`src/rtl/phan_kenh_pkg.sv`:
```
// Shared constants, FSM state type and channel-index legality check for the
// 12-channel registered demultiplexer.
package phan_kenh_pkg;

    localparam int unsigned NCH   = 12;
    localparam int unsigned SEL_W = 4;

    typedef enum logic [0:0] {
        StFill,
        StCommit
    } state_e;

    // Channel index is legal when it addresses one of the NCH outputs.
    function automatic logic sel_legal(input logic [SEL_W-1:0] sel);
        return sel < SEL_W'(NCH);
    endfunction

endpackage

```
`src/rtl/phan_kenh_bank.sv`:
```
// Shadow bank plus held output bank. Writes land in the shadow; copy_en moves
// the whole shadow into the outputs on one edge.
module phan_kenh_bank
    import phan_kenh_pkg::*;
#(
    parameter int unsigned W = 4
) (
    input  logic             clk,
    input  logic             rst,
    input  logic             wr_en,
    input  logic [SEL_W-1:0] wr_sel,
    input  logic [W-1:0]     wr_data,
    input  logic             copy_en,
    output logic [W-1:0]     q [NCH]
);

    logic [W-1:0] shadow_q [NCH];

    // Shadow write: one channel per accepted word, decoded per entry.
    always_ff @(posedge clk or posedge rst) begin
        if (rst) begin
            for (int k = 0; k < NCH; k++) shadow_q[k] <= '0;
        end else begin
            for (int k = 0; k < NCH; k++) begin
                if (wr_en && (wr_sel == SEL_W'(k))) shadow_q[k] <= wr_data;
            end
        end
    end

    // Output bank: atomic copy of every shadow entry.
    always_ff @(posedge clk or posedge rst) begin
        if (rst) begin
            for (int k = 0; k < NCH; k++) q[k] <= '0;
        end else if (copy_en) begin
            for (int k = 0; k < NCH; k++) q[k] <= shadow_q[k];
        end
    end

endmodule

```
`src/rtl/phan_kenh_12kenh.sv`:
```
// 12-channel registered demultiplexer: (channel, data) words are written into a
// shadow bank and a commit copies the bank to 12 held outputs.
// Build option PHANKENH_AUTO_SCAN_EN: commit port removed, an internal counter
// picks the channel and a write to the last channel triggers the commit.
module phan_kenh_12kenh
    import phan_kenh_pkg::*;
#(
    parameter int unsigned W   = 4,
    parameter int unsigned NCH = 12
) (
    input  logic             clk,
    input  logic             rst,
    input  logic             in_valid,
    output logic             in_ready,
    input  logic [SEL_W-1:0] in_sel,
    input  logic [W-1:0]     in_data,
`ifndef PHANKENH_AUTO_SCAN_EN
    input  logic             commit,
`endif
    output logic [W-1:0]     o0,
    output logic [W-1:0]     o1,
    output logic [W-1:0]     o2,
    output logic [W-1:0]     o3,
    output logic [W-1:0]     o4,
    output logic [W-1:0]     o5,
    output logic [W-1:0]     o6,
    output logic [W-1:0]     o7,
    output logic [W-1:0]     o8,
    output logic [W-1:0]     o9,
    output logic [W-1:0]     o10,
    output logic [W-1:0]     o11,
    output logic             upd,
    output logic             err
);

    if (NCH != phan_kenh_pkg::NCH) begin : g_nch_check
        $error("NCH parameter must equal phan_kenh_pkg::NCH");
    end

    state_e           state_q, state_d;
    logic             xfer;
    logic             go;
    logic             wr_en;
    logic [SEL_W-1:0] wr_sel;
    logic             copy_en;
    logic             upd_q;
    logic             err_q, err_d;
    logic [W-1:0]     q [phan_kenh_pkg::NCH];

    assign xfer = in_valid & in_ready;

`ifdef PHANKENH_AUTO_SCAN_EN
    logic [SEL_W-1:0] cnt_q;

    // Scan counter: advances per accepted word, wraps after the last channel.
    always_ff @(posedge clk or posedge rst) begin
        if (rst) begin
            cnt_q <= '0;
        end else if (xfer) begin
            cnt_q <= (cnt_q == SEL_W'(phan_kenh_pkg::NCH - 1)) ? '0 : cnt_q + 1'b1;
        end
    end

    assign wr_sel = cnt_q;
    assign wr_en  = xfer;
    assign go     = xfer && (cnt_q == SEL_W'(phan_kenh_pkg::NCH - 1));
    assign err_d  = err_q;
`else
    assign wr_sel = in_sel;
    // Illegal indices are still accepted, but the data is dropped.
    assign wr_en  = xfer & sel_legal(in_sel);
    assign go     = commit;
    assign err_d  = err_q | (xfer & ~sel_legal(in_sel));
`endif

    // FSM state register.
    always_ff @(posedge clk or posedge rst) begin
        if (rst) state_q <= StFill;
        else     state_q <= state_d;
    end

    // FSM next state: COMMIT always lasts exactly one cycle.
    always_comb begin
        state_d = state_q;
        unique case (state_q)
            StFill:   if (go) state_d = StCommit;
            StCommit: state_d = StFill;
            default:  state_d = StFill;
        endcase
    end

    // FSM outputs: stall the source during COMMIT and copy on its closing edge.
    always_comb begin
        in_ready = 1'b1;
        copy_en  = 1'b0;
        if (state_q == StCommit) begin
            in_ready = 1'b0;
            copy_en  = 1'b1;
        end
    end

    // Update pulse follows every copy; err is sticky until reset.
    always_ff @(posedge clk or posedge rst) begin
        if (rst) begin
            upd_q <= 1'b0;
            err_q <= 1'b0;
        end else begin
            upd_q <= copy_en;
            err_q <= err_d;
        end
    end

    assign upd = upd_q;
    assign err = err_q;

    phan_kenh_bank #(
        .W (W)
    ) u_bank (
        .clk     (clk),
        .rst     (rst),
        .wr_en   (wr_en),
        .wr_sel  (wr_sel),
        .wr_data (in_data),
        .copy_en (copy_en),
        .q       (q)
    );

    assign o0  = q[0];
    assign o1  = q[1];
    assign o2  = q[2];
    assign o3  = q[3];
    assign o4  = q[4];
    assign o5  = q[5];
    assign o6  = q[6];
    assign o7  = q[7];
    assign o8  = q[8];
    assign o9  = q[9];
    assign o10 = q[10];
    assign o11 = q[11];

endmodule

```
`config.mk`:
```
export PLATFORM = sky130hd
export DESIGN_NAME = phan_kenh_12kenh
export DESIGN_NICKNAME = d
export VERILOG_FILES = /design/src/rtl/phan_kenh_pkg.sv /design/src/rtl/phan_kenh_bank.sv /design/src/rtl/phan_kenh_12kenh.sv
export SDC_FILE = /design/constraint.sdc
export NUM_CORES = 1
export LEC_CHECK = 0
export CAP_MARGIN = 20
export CELL_PAD_IN_SITES_DETAIL_PLACEMENT = 1
export CELL_PAD_IN_SITES_GLOBAL_PLACEMENT = 2
export CORE_MARGIN = 1.5
export CORE_UTILIZATION = 40
export DETAILED_ROUTE_END_ITERATION = 6
export PLACE_DENSITY = 0.83
export SKIP_CTS_REPAIR_TIMING = 1
export SLEW_MARGIN = 20
export SYNTH_ARGS = -nofsm -noshare
export SYNTH_HDL_FRONTEND = slang
export SYNTH_SLANG_ARGS = --single-unit
```
`constraint.sdc`:
```
create_clock -name clk -period 8.1 [get_ports clk]
set_input_delay 1.215 -clock clk [delete_from_list [all_inputs] [get_ports clk]]
set_output_delay 1.215 -clock clk [all_outputs]
set_load 0.02 [all_outputs]
```
==> impl_results.md, run 1 <==
- Outcome: complete, no violations
- Share of cells above drive strength 1: 0.390
- Wirelength per Cell: 18.2 um
- Post-DR vias/cell: just over 5
- P per Cell Area: 319 nW/um2
- Startpoint Class: flip-flop
- HPWL after detailed placement: between 4000 and 5000 um
- Die W: 99.9 um
- WP data required: 6.88 ns
- Commonest non-fill, non-tap cells in the layout: dfrtp_1 (98), mux2_2 (96), clkdlybuf4s50_1 (62), clkbuf_8 (9)
- Row cnt: 35
- H-tree levels: 3
- Port Buf Inserts: 62
- GRT Residual Overflow: 0
- Clock power share: 0.268
- Combinational share of power: 0.273
- Final Power: 1.51 mW
- Setup TNS: 0 ns
- Net count, final: about 310
- Final std cell area, no fill: between 4000 and 5000 um2
- Gr busiest metal: met2
- Ant diodes: 0
- First-pass GRT wire length: 12600 um
- Chip height: roughly 100 um
- Switching share of power: 0.278
- Syn. warnings: 0
- Final setup margin: between 5 and 6 ns
- Synthesized area: approximately 3800 um2
- Routing usage on met2: 0.262
- Pre-CTS setup slack: slightly above 5 ns
- Final wirelength: between 7000 and 8000 um
- Worst skew pair latency: 0.36 ns
- Placed Cells: 395
- Worst vdd ir: 137 uV
- Largest net degree at the start of global routing: between 60 and 70
- Worst hold slack: slightly below 0.5 ns
- 1st-pass router iterations: 4
- Routability congestion estimate: a little over 0.7
- Initial antenna violation count: 0
- Max_cap viols: 0
- Clk slew on worst S/H paths: 0.10 ns
- Most common cell after layout, fill and taps aside: dfrtp_1
- I/O pins: 63
- Total GRT Usage: 0.167
- CP endpoint kind: output pin
- Internal power: between 1 and 1.5 mW
- Syn-to-layout area delta: 26.6%
- CTS tree: built
- Seq pwr share: 0.459
- Fin cells: 411
- Max clock buf depth: 2
- Global-route met3 utilization: 0.0501
- Seq/Total Area, Yosys: 0.660
- Netlist cell types: 17
- Leakage Power: 2.09 nW
- Vias in the first global route: 2341
- CTS sink count: approximately 100
- Core Area: between 9000 and 10000 um2
- Tmin final: between 2 and 3 ns
- Starting density of the core: 0.410
- Met1 Track Usage GR: 0.228
- Worst rel slew slack: 0.502
- Synth Instances: between 200 and 250
- Initial DRC count: 89
- Final setup fails: 0
- Post-layout util: 0.519
- Dpl cell area: 4490 um2
- FMAX: approximately 0.36 GHz
- Clk root buf: clkbuf_8
- Synthesized area per cell: approximately 16 um2
- RSZ-0062 raised after global routing: no
- Arrival @ worst endpoint: 1.53 ns
- Die area: ~10000 um2
- Drt drc: 0
- Final Hold Viols: 0
- NetSw: between 0.4 and 0.5 mW
- Tcrit/Tclk final: 0.339
- Fill count: slightly below 900
- Final setup skew: 0.0121 ns
- Final Max Slew Viols: 0
- Worst Path Max Fanout: 2
- Post-DRT Antenna Nets: 0
- Crit Path Class: flip-flop to output pin
- TritonCTS Buffers: 9
- #FFs+latches synth: 99
- DR vias: about 2100
- Syn_nets: between 200 and 250
- Hold crit path type: flip-flop to flip-flop
- Worst-margin pin slew: between 0.7 and 0.8 ns
-- power groups by stage --
stage | clock network, mW | registers [mW] | logic, mW
after floorplan | 0 | 0.781 | 0.138
after global placement | 0 | 0.700 | 0.409
after detailed placement | 0 | 0.705 | 0.417
after CTS | 0.418 | 0.698 | 0.420
after global routing | 0.437 | 0.717 | 0.439
final | 0.405 | 0.695 | 0.413
-- cell usage after synthesis --
cell      count  share of area
nor3_1        1         0.0013
mux2_2       96           0.29
nand4b_1      2         0.0047
nand2b_1      1         0.0017
buf_2         6         0.0080
a41o_1        1         0.0027
dfrtp_1      99           0.66
nand4_1       2         0.0033
nor3_2        1         0.0027
nand3_1       4         0.0053
nor2b_1       3         0.0050
nor2_1        4         0.0040
inv_1         2         0.0020
and2b_1       1         0.0020
clkbuf_1      4         0.0040
and4bb_2      1         0.0033
nand2_1       2         0.0020
-- kinds of logic after synthesis --
family	Yosys count	synth area share
flops	99	0.660
compound gates	1	0.00267
mux	96	0.288
buf+inv	12	0.0140
simple gates	22	0.0353
-- worst paths after layout --
path                            startpoint  cells after the start  slack (ns)                  end
worst max-delay path               state_q                      2        5.35             in_ready
worst min-delay path                   err                      1        0.48                  err
worst max register to register     state_q                      4        6.11  u_bank.shadow_q[14]
worst min register to register         err                      1        0.48                  err
max in group asynchronous              rst                      3        5.76  u_bank.shadow_q[38]
min in group asynchronous              rst                      2        1.22  u_bank.shadow_q[46]
-- critical path: stages, from the launching register on --
cell and delay [ns]:
dfrtp_2 0.41, inv_1 0.13, clkdlybuf4s50_1 0.63
-- per-layer routing --
layer	part of all wire	vias up	routed length (um)
met5	0	-	0
met4	0.011	0	81
met3	0.039	6	294
met2	0.48	43	3570
met1	0.47	1088	3520
li1	-	942	-
-- layout make-up --
class	count	area [um2]	share of cell area
repair buffers	64	636	0.134
inverters	2	10.0	0.00211
clock inverters	6	138	0.0290
well taps	111	139	0.0292
flip-flops and latches	99	2480	0.522
clock buffers	10	128	0.0269
multi-input cells	119	1220	0.258
-- sequential cells by signal, indices dropped and copies added, names as in the netlist --
register / flops
u_bank.shadow_q: 48
state_q: 1
u_bank.q: 48
err: 1
upd: 1
(Power assumes the default switching activity.)
==> run 2, diff against run 1 <==
--- a/config.mk
+++ b/config.mk
@@ -9,9 +9,9 @@
 export CELL_PAD_IN_SITES_DETAIL_PLACEMENT = 1
 export CELL_PAD_IN_SITES_GLOBAL_PLACEMENT = 2
 export CORE_MARGIN = 1.5
-export CORE_UTILIZATION = 40
+export CORE_UTILIZATION = 34
 export DETAILED_ROUTE_END_ITERATION = 6
-export PLACE_DENSITY = 0.83
+export PLACE_DENSITY = 0.75
 export SKIP_CTS_REPAIR_TIMING = 1
 export SLEW_MARGIN = 20
 export SYNTH_ARGS = -nofsm -noshare
==> constraint.sdc (replaced) <==
create_clock -name clk -period 2.5 [get_ports clk]
set_input_delay 0.375 -clock clk [delete_from_list [all_inputs] [get_ports clk]]
set_output_delay 0.375 -clock clk [all_outputs]
set_load 0.02 [all_outputs]
==> impl_results.md, run 2 (synthesis gave the netlist of run 1 again) <==
- Worst vdd ir: slightly below 400 uV
- Net count, final: between 300 and 400
- Final setup margin: ~0.49 ns
- Max clock buf depth: 2
- GRT Residual Overflow: 0
- Max_cap viols: 0
- Clk root buf: clkbuf_8
- First-pass GRT wire length: around 12000 um
- Fin cells: 440
- Total GRT Usage: 0.143
- WP data required: 2.12 ns
- Hold crit path type: primary input to async pin
- Final Max Slew Viols: 0
- Placed Cells: about 420
- Leading registers by flop count: u_bank.q: 48 flops, u_bank.shadow_q: 48 flops
- Fill count: between 1000 and 1500
- CTS sink count: 99
- Arrival @ worst endpoint: ~1.6 ns
- Worst rel slew slack: 0.579
- Routability congestion estimate: about 0.72
- Post-DRT Antenna Nets: 0
- Port Buf Inserts: 62
- Ant diodes: 0
- 1st-pass router iterations: 4
- Crit Path Class: flip-flop to output pin
- Tcrit/Tclk final: 0.804
- DR vias: 2084
- Core Area: between 10000 and 15000 um2
- Most common cell after layout, fill and taps aside: dfrtp_1
- TritonCTS Buffers: 9
- Multi-input gate area: about 1200 um2
- FMAX: 0.497 GHz
- Vias in the first global route: roughly 2300
- Final setup fails: 0
- Initial DRC count: 38
- Pre-CTS setup slack: 0.393 ns
- Worst skew pair latency: ~0.37 ns
- Chip height: between 100 and 150 um
- Startpoint Class: flip-flop
- Share of cells above drive strength 1: 0.393
- P per Cell Area: about 960 nW/um2
- RSZ-0062 raised after global routing: no
- Leakage Power: 2.05 nW
- Tmin final: 2.01 ns
- Worst-margin pin slew: 0.629 ns
- Row cnt: 38
- Starting density of the core: 0.348
- Die area: between 10000 and 15000 um2
- Post-DR vias/cell: between 4 and 5
- Worst Path Max Fanout: 12
- Final wirelength: 7650 um
- Final Hold Viols: 0
- I/O pins: 63
- Largest net degree at the start of global routing: 100
- HPWL after detailed placement: roughly 5000 um
- Setup TNS: 0 ns
- Final setup skew: between 0.01 and 0.015 ns
- Commonest non-fill, non-tap cells in the layout: dfrtp_1 (98), mux2_2 (96), clkdlybuf4s50_1 (62), clkbuf_8 (9)
- Die W: roughly 110 um
- Syn-to-layout area delta: 25.7%
- Drt drc: 0
- Outcome: complete, no violations
- Clk slew on worst S/H paths: approximately 0.090 ns
- CP endpoint kind: output pin
- CTS tree: built
- H-tree levels: 3
- Initial antenna violation count: 0
- Wirelength per Cell: 17.4 um
- Register Area: 2480 um2
-- run 2: changes by cell type in the layout (fill, tap and decap cells not counted) --
cell / change
inv_4: -1
bufinv_16: -4
buf_4: -1
buf_12: +1
clkinvlp_4: +2
clkinv_2: +1
inv_6: +2
inv_8: +1
clkbuf_1: -1
-- run 2: layout make-up --
type                    instances  share of cell area
well taps                     140              0.0371
multi-input cells             119               0.259
inverters                       2             0.00239
flip-flops and latches         99               0.525
clock inverters                 7              0.0125
repair buffers                 64               0.137
clock buffers                   9              0.0262
-- run 2: metal layers --
metal	vias up	GRT usage	wire (um)	share of wire
met5	-	0	0	0
met1	1089	0.186	3480	0.46
li1	942	-	-	-
met4	0	0.0536	92	0.012
met2	46	0.233	3830	0.50
met3	7	0.0319	241	0.032
-- run 2: worst paths after layout --
path / from / cells after the start / slack (ns) / endpoint
max in group asynchronous: rst / 3 / 1.57 / state_q
min in group clk: u_bank.shadow_q[33] / 1 / 0.51 / u_bank.q[33]
worst min-delay path: rst / 3 / 0.49 / u_bank.shadow_q[45]
worst max register to register: state_q / 2 / 0.86 / u_bank.q[41]
worst min register to register: u_bank.shadow_q[33] / 1 / 0.51 / u_bank.q[33]
worst max-delay path: state_q / 2 / 0.49 / in_ready
-- run 2: power breakdown --
part           switching, mW  internal (mW)
Sequential             0.230           2.02
Combinational          0.590          0.749
Clock                  0.574          0.377
Total                   1.39           3.15
-- run 2: per-stage QoR --
stage | hold slack [ns] | area, um2 | total power [mW] | util
after floorplan | 0.349 | 3760 | 2.98 | -
after detailed placement | 0.491 | 4540 | 3.65 | 0.420
after global placement | 0.483 | 4540 | 3.61 | 0.420
after global routing | 0.526 | 4720 | 4.80 | 0.437
after CTS | 0.513 | 4720 | 4.63 | 0.437
final | 0.494 | 4720 | 4.54 | 0.437
-- run 2: worst max-delay path, cell delays in order (launching register included) --
cell and delay, ns:
dfrtp_2 0.52, inv_1 0.14, clkdlybuf4s50_1 0.62
